## src/rtl/mod_74x191_clr.sv

```systemverilog
// Presettable up/down binary counter in the style of the 74x191, with an
// added asynchronous active-low clear and the terminal-count/ripple outputs.
module mod_74x191_clr #(
  parameter int WIDTH = 4
) (
  input  logic             CLK,
  input  logic             CLR_N,
  input  logic             CTEN_N,
  input  logic             D_U,
  input  logic             LOAD_N,
  input  logic [WIDTH-1:0] D,
  output logic [WIDTH-1:0] Q,
  output logic             MAX_MIN,
  output logic             RCO_N
);

  localparam logic [WIDTH-1:0] ONE     = WIDTH'(1);
  localparam logic [WIDTH-1:0] ALL_ONE = '1;
  localparam logic [WIDTH-1:0] ZERO    = '0;

  // Clear overrides everything; load beats count; natural wrap modulo 2^WIDTH.
  always_ff @(posedge CLK or negedge CLR_N) begin
    if (!CLR_N) begin
      Q <= ZERO;
    end else if (!LOAD_N) begin
      Q <= D;
    end else if (!CTEN_N) begin
      if (D_U) begin
        Q <= Q - ONE;
      end else begin
        Q <= Q + ONE;
      end
    end
  end

  // RCO_N is gated by the low clock phase so its rising edge lines up with
  // this stage's next rising edge, which clocks the following stage.
  always_comb begin
    MAX_MIN = D_U ? (Q == ZERO) : (Q == ALL_ONE);
    RCO_N   = ~(MAX_MIN & ~CLK & ~CTEN_N);
  end

endmodule

```

## config.mk

```make
export PLATFORM = sky130hd
export DESIGN_NAME = mod_74x191_clr
export DESIGN_NICKNAME = d
export VERILOG_FILES = /design/src/rtl/mod_74x191_clr.sv
export SDC_FILE = /design/constraint.sdc
export NUM_CORES = 1
export LEC_CHECK = 0
export CORE_AREA = 2 2 39 41
export CTS_CLUSTER_DIAMETER = 150
export DETAILED_ROUTE_END_ITERATION = 12
export DIE_AREA = 0 0 41 43
export GPL_ROUTABILITY_DRIVEN = 0
export SETUP_SLACK_MARGIN = 0.15
export SYNTH_ARGS = -nofsm -noshare
export SYNTH_HDL_FRONTEND = slang
export SYNTH_SLANG_ARGS = --single-unit
```

## constraint.sdc

```tcl
create_clock -name CLK -period 1.8 [get_ports CLK]
set_input_delay 0.45 -clock CLK [delete_from_list [all_inputs] [get_ports CLK]]
set_output_delay 0.45 -clock CLK [all_outputs]
set_load 0.05 [all_outputs]
```

==> impl_metrics.py, run 1 <==
metrics = {
    "run_status": {
        "status": "finished with violations",
        "violations": "negative setup slack",
    },
    "critical_path": {
        "crit-reg2reg-launch": "Q[2]",
        "r2r_cells": 5,
        "reg2reg_slack_ns": 0.25,
        "critPathArrivalTime_ns": 1.77,
        "startpoint": "Q[3]",
        "critPathMaxFanout": 2,
        "critPathKind": "flip-flop to output port",
        "worstSetupEndpoint": "RCO_N",
        "end_kind": "output port",
        "worstSetupStartpointType": "flip-flop",
        "cp_data_required_time_ns": 1.35,
        "rr_endpoint": "Q[3]",
    },
    "timing": {
        "slew_viol_final": 0,
        "rsz0062_at_grt": "yes",
        "timing.fmax_mhz": 450,
        "totalNegativeSetupSlack_ns": -0.704,
        "hold_viol": 0,
        "setup_viol_count_final": 4,
        "fin_crit_sh": 1.24,
        "min_period_ns": 2.22,
        "setup_ws_ns": -0.423,
        "worstMarginPinSlew_ns": 0.218,
        "fin_skew_ns": 0.00337,
        "slew_headroom": 0.855,
        "hold-worst-slack_ns": 0.325,
    },
    "synthesis": {
        "synth_edf_count": 0,
        "synthMuxAreaShare": 0.0906,
        "yosysSeqAreaShare": 0.279,
        "synthCells": 40,
        "synth_common_cells": "dfrtp_1, inv_1, nand2_1, nand3_1",
        "synth_top_area_frac": 0.279,
        "synth_top_cell_by_area": "dfrtp_1",
        "synth_xor_area_frac": 0.0488,
        "synth_top_family_by_area": "simple AND/OR/NAND/NOR gates",
        "ys_ff_latch": 4,
        "yosys.area_share.adder": 0.125,
        "synth_nets": 52,
        "synth.avg_cell_area_um2": 8.98,
        "synth_compound_gate_area_share": 0.150,
        "synth_area_leaders": "dfrtp_1, ha_1, mux2_2",
        "synthesis.area_um2": 359,
        "synth_warnings": 0,
        "yosys.area_share.simple": 0.240,
        "synthArstFlopShare": 1.00,
        "postSynth.topFlopCell": "dfrtp_1",
        "synth_cell_types": 25,
        "yosysMostFrequentCell": "dfrtp_1",
    },
    "power": {
        "p_leak_uw": 0.000316,
        "ir_drop_mv": 0.416,
        "powerDensity_nw_per_um2": 952,
    },
    "routing": {
        "num_vias": 429,
        "ant_nets": 0,
        "drtPass1Iterations": 3,
        "drcViolationCount": 0,
        "routed_wl_mm": 1.05,
        "wl_per_cell_um": 12.0,
        "vias_per_cell": 4.93,
        "drtIter0Drc": 5,
    },
    "cells_and_area": {
        "largest_reg_flops": 4,
        "final_layout_size_suffix_gt1_frac": 0.549,
        "top_register": "Q",
        "fin_area_um2": 703,
        "reg.largest.list": "Q: 4 flops",
        "nets": 85,
        "synthToLayoutAreaGrowth_pct": 95.8,
        "instances_no_fill": 87,
        "antennaDiodeCount": 0,
    },
    "floorplan": {
        "initial_core_util": 0.259,
        "core-area_um2": 1380,
        "placementRows": 14,
        "dieArea_um2": 1760,
        "ios": 15,
        "die_w_um": 41,
        "fp.dieH_um": 43,
    },
    "hold_path": {
        "worstHoldPathType": "input pin to async pin",
    },
    "clock_tree": {
        "clk_pin_slew_ns": 0.04,
        "clkLatencyLatePin_ns": 0.34,
        "cts_tree": "yes",
        "cts_hold_buf": 0,
    },
    "place": {
        "dp_slack_ns": -1.08,
        "dp_cells": 80,
        "port_buffers": 14,
        "post_dp_cell_area_um2": 614,
        "dp_hpwl_um": 794,
    },
    "global_route": {
        "grt_max_degree": 10,
        "grt_pass1_vias": 397,
        "grt_overflow": 0,
        "grt_pass1_wl_mm": 1.64,
        "grt_use_total": 0.159,
        "antenna_found_initial": 0,
    },
    "flow_run": {
        "max_cap_viol_count": 0,
    },
}
cell families after synthesis:
kind of cell | count (synthesis)
adders and majority gates | 3
AOI/OAI and AO/OA | 8
DFF | 4
muxes | 3
buffers and inverters | 6
and+or+nand+nor | 14
xor gates and xnor gates | 2
repair_timing:
| item | 4_1_cts | 5_1_grt |
|---|---|---|
| gates resized for setup | 13 | 4 |
| buffers inserted | 0 | 1 |
| endpoints found under the setup margin | 8 | 5 |
| pin swaps | 3 | 2 |
critical path: stages (launching register included):
cell,delay [ns]
dfrtp_2,0.35
nand2_1,0.05
or4_4,0.54
a211o_4,0.34
buf_8,0.15
cell usage in the layout, fill, tap and decap left out, types with 2 or more instances in the layout:
| cell type | instances |
|---|---|
| xnor2_1 | 2 |
| clkdlybuf4s50_1 | 6 |
| clkbuf_4 | 6 |
| nand2_1 | 2 |
| nand3_1 | 3 |
| a21oi_1 | 2 |
| inv_2 | 2 |
| inv_1 | 2 |
| dlygate4sd2_1 | 2 |
| mux2_2 | 2 |
| buf_4 | 15 |
| buf_8 | 2 |
| dfrtp_2 | 4 |
| o21ai_0 | 2 |
layer usage:
layer / vias up / GRT usage / part of all wire
met3: 4 / 0.131 / 0.070
met2: 16 / 0.213 / 0.52
li1: 208 / - / -
met1: 201 / 0.144 / 0.38
met4: 0 / 0.140 / 0.025
met5: - / 0 / 0
report_power, final:
part | switching (µW) | internal (µW) | total [µW]
clock network | 72.1 | 154 | 226
logic | 166 | 158 | 324
registers | 10.0 | 109 | 119
layout make-up:
type                       count  area, µm²
timing repair buffer          26        236
multi-input combinational     30        267
tap                           16       20.0
inverter                       4       15.0
fill                         134        681
sequential                     4        105
clock buffer                   7       60.1
worst min path at each step:
stage	from	endpoint	cells after the start	slack [ns]
3_5_place_dp	CLR_N	Q[3]	1	0.68
6_report	CLR_N	Q[3]	1	0.32
2_1_floorplan	CLR_N	Q[0]	0	0.15
3_3_place_gp	CLR_N	Q[3]	1	0.68
5_1_grt	CLR_N	Q[2]	1	0.33
4_1_cts	CLR_N	Q[3]	1	0.32
metrics by stage:
| stage | total power (µW) | utilization |
|---|---|---|
| floorplan | 293 | - |
| global placement | 424 | 0.444 |
| detailed placement | 428 | 0.444 |
| CTS | 666 | 0.492 |
| global route | 726 | 0.508 |
| finish | 669 | 0.508 |
Power figures use the tool's default switching activity.
==> run 2, diff against run 1 <==
Clock period 1.8 ns to 2.8 ns, I/O delays scaled along.
==> run 2 against run 1 <==
The flow now finishes without violations. Non-clock buffer count down 7. Register-to-register slack better by 0.91 ns. Cell count down 8.0%. Combinational power down 46%. Clock skew up 0.0049 ns. Sequential power down 38%. Via count down 10%. First-iteration DRC count up 20%. Global-route usage down 0.54 points. Highest routed layer unchanged.
==> impl_metrics.py, run 2 (synthesized netlist as in run 1, its figures left out) <==
metrics = {
    "run_status": {
        "status": "finished, final reports clean",
    },
    "timing": {
        "setup_viol_count_final": 0,
        "setup_ws_ns": 0.0921,
        "worstMarginPinSlew_ns": 0.492,
        "hold_viol": 0,
        "slew_viol_final": 0,
        "rsz0062_at_grt": "yes",
        "fin_skew_ns": 0.00825,
        "slew_headroom": 0.671,
    },
    "cells_and_area": {
        "multi_input_area_um2": 235,
        "seq_area_um2": 100,
        "reg.largest.list": "Q: 4 flops",
        "antennaDiodeCount": 0,
        "final_common_cell": "clkdlybuf4s50_1",
        "fin_area_um2": 623,
        "final_layout_size_suffix_gt1_frac": 0.297,
        "top_register": "Q",
        "synthToLayoutAreaGrowth_pct": 73.5,
        "final_cell_mix": "clkdlybuf4s50_1, buf_4, dfrtp_1, clkbuf_4",
        "n_fill_cell": 137,
        "nets": 78,
        "fin_util": 0.450,
        "largest_reg_flops": 4,
    },
    "critical_path": {
        "worst_path_most_repeated_cell": "clkbuf_8",
        "end_kind": "output port",
        "cp_slowest_stage_delay_ns": 0.23,
        "r2r_cells": 5,
        "critPathArrivalTime_ns": 2.01,
        "slowest_stage": "a211o_1",
        "critPathMaxFanout": 2,
        "cp_data_required_time_ns": 2.10,
        "crit_chain": "clkbuf_8 -> clkbuf_8 -> a211o_1 -> buf_6",
        "critPathKind": "clock port to output port",
        "worstSetupStartpointType": "clock port",
    },
    "floorplan": {
        "initial_core_util": 0.259,
        "fp.dieH_um": 43,
        "core-area_um2": 1380,
        "dieArea_um2": 1760,
        "die_w_um": 41,
        "ios": 15,
        "placementRows": 14,
    },
    "place": {
        "dp_slack_ns": -0.494,
        "port_buffers": 14,
        "dp_hpwl_um": 684,
        "post_dp_cell_area_um2": 566,
    },
    "power": {
        "powerDensity_nw_per_um2": 676,
        "ir_drop_mv": 0.307,
        "p_leak_uw": 0.000281,
    },
    "clock_tree": {
        "cts_tree": "yes",
        "cts_setup_buffers": 0,
        "clk_pin_slew_ns": 0.04,
        "clkLatencyLatePin_ns": 0.36,
    },
    "global_route": {
        "grt_pass1_vias": 396,
        "grt_overflow": 0,
        "grt_use_total": 0.154,
        "grt_pass1_wl_mm": 1.59,
        "grt_max_degree": 11,
        "antenna_found_initial": 0,
    },
    "routing": {
        "ant_nets": 0,
        "wl_per_cell_um": 11.4,
        "routed_wl_um": 912,
        "drtIter0Drc": 6,
        "drtPass1Iterations": 3,
        "vias_per_cell": 4.80,
        "num_vias": 384,
        "drcViolationCount": 0,
    },
    "hold_path": {
        "worstHoldPathType": "input pin to async pin",
    },
    "flow_run": {
        "max_cap_viol_count": 0,
    },
}
==> run 2: worst max-delay path: cells and delay by family <==
kind                   cells  cell delay (ns)
AOI/OAI and AO/OA          1             0.23
buffers and inverters      3             0.38
==> run 2: timing repair <==
| action | in CTS | in global routing |
|---|---|---|
| resized for setup | 10 | 0 |
| hold buffers | 0 | 0 |
| setup endpoints to repair | 4 | 1 |
| pin swaps | 1 | 0 |
| cloned | 0 | 0 |
==> run 2: final timing paths <==
kind	start	to	slack, ns
worst max-delay path	CLK	RCO_N	0.09
worst min-delay path	CLR_N	Q[1]	0.55
worst max register to register	Q[2]	Q[3]	1.16
worst min register to register	Q[2]	Q[2]	0.71
max in group asynchronous	CLR_N	Q[3]	2.07
min in group CLK	Q[2]	Q[2]	0.71
==> run 2: final cells by class <==
| type | instances | share of cell area |
|---|---|---|
| multi-input combinational | 30 | 0.378 |
| clock buffer | 7 | 0.110 |
| sequential | 4 | 0.161 |
| tap | 16 | 0.0321 |
| inverter | 4 | 0.0241 |
| timing repair buffer | 19 | 0.295 |
==> run 2: metrics by stage <==
| stage | hold slack [ns] | TNS, ns | instances | power [µW] |
|---|---|---|---|---|
| detailed placement | 0.719 | -0.494 | 74 | 256 |
| global route | 0.548 | 0 | 80 | 453 |
| CTS | 0.542 | 0 | 80 | 430 |
| global placement | 0.706 | -0.488 | 74 | 254 |
| finish | 0.548 | 0 | 80 | 421 |
| floorplan | 0.404 | 0 | 40 | 184 |
==> run 2: routing by layer <==
layer / global-route usage / up-vias / wire length [µm]
met5: 0 / - / 0
met4: 0.167 / 0 / 36
met3: 0.110 / 5 / 88
met2: 0.166 / 17 / 360
met1: 0.175 / 168 / 426
li1: - / 194 / -
==> run 2: where the power goes <==
group / internal, µW / switching (µW)
registers: 68.3 / 5.45
logic: 79.2 / 96.5
clock network: 126 / 45.6
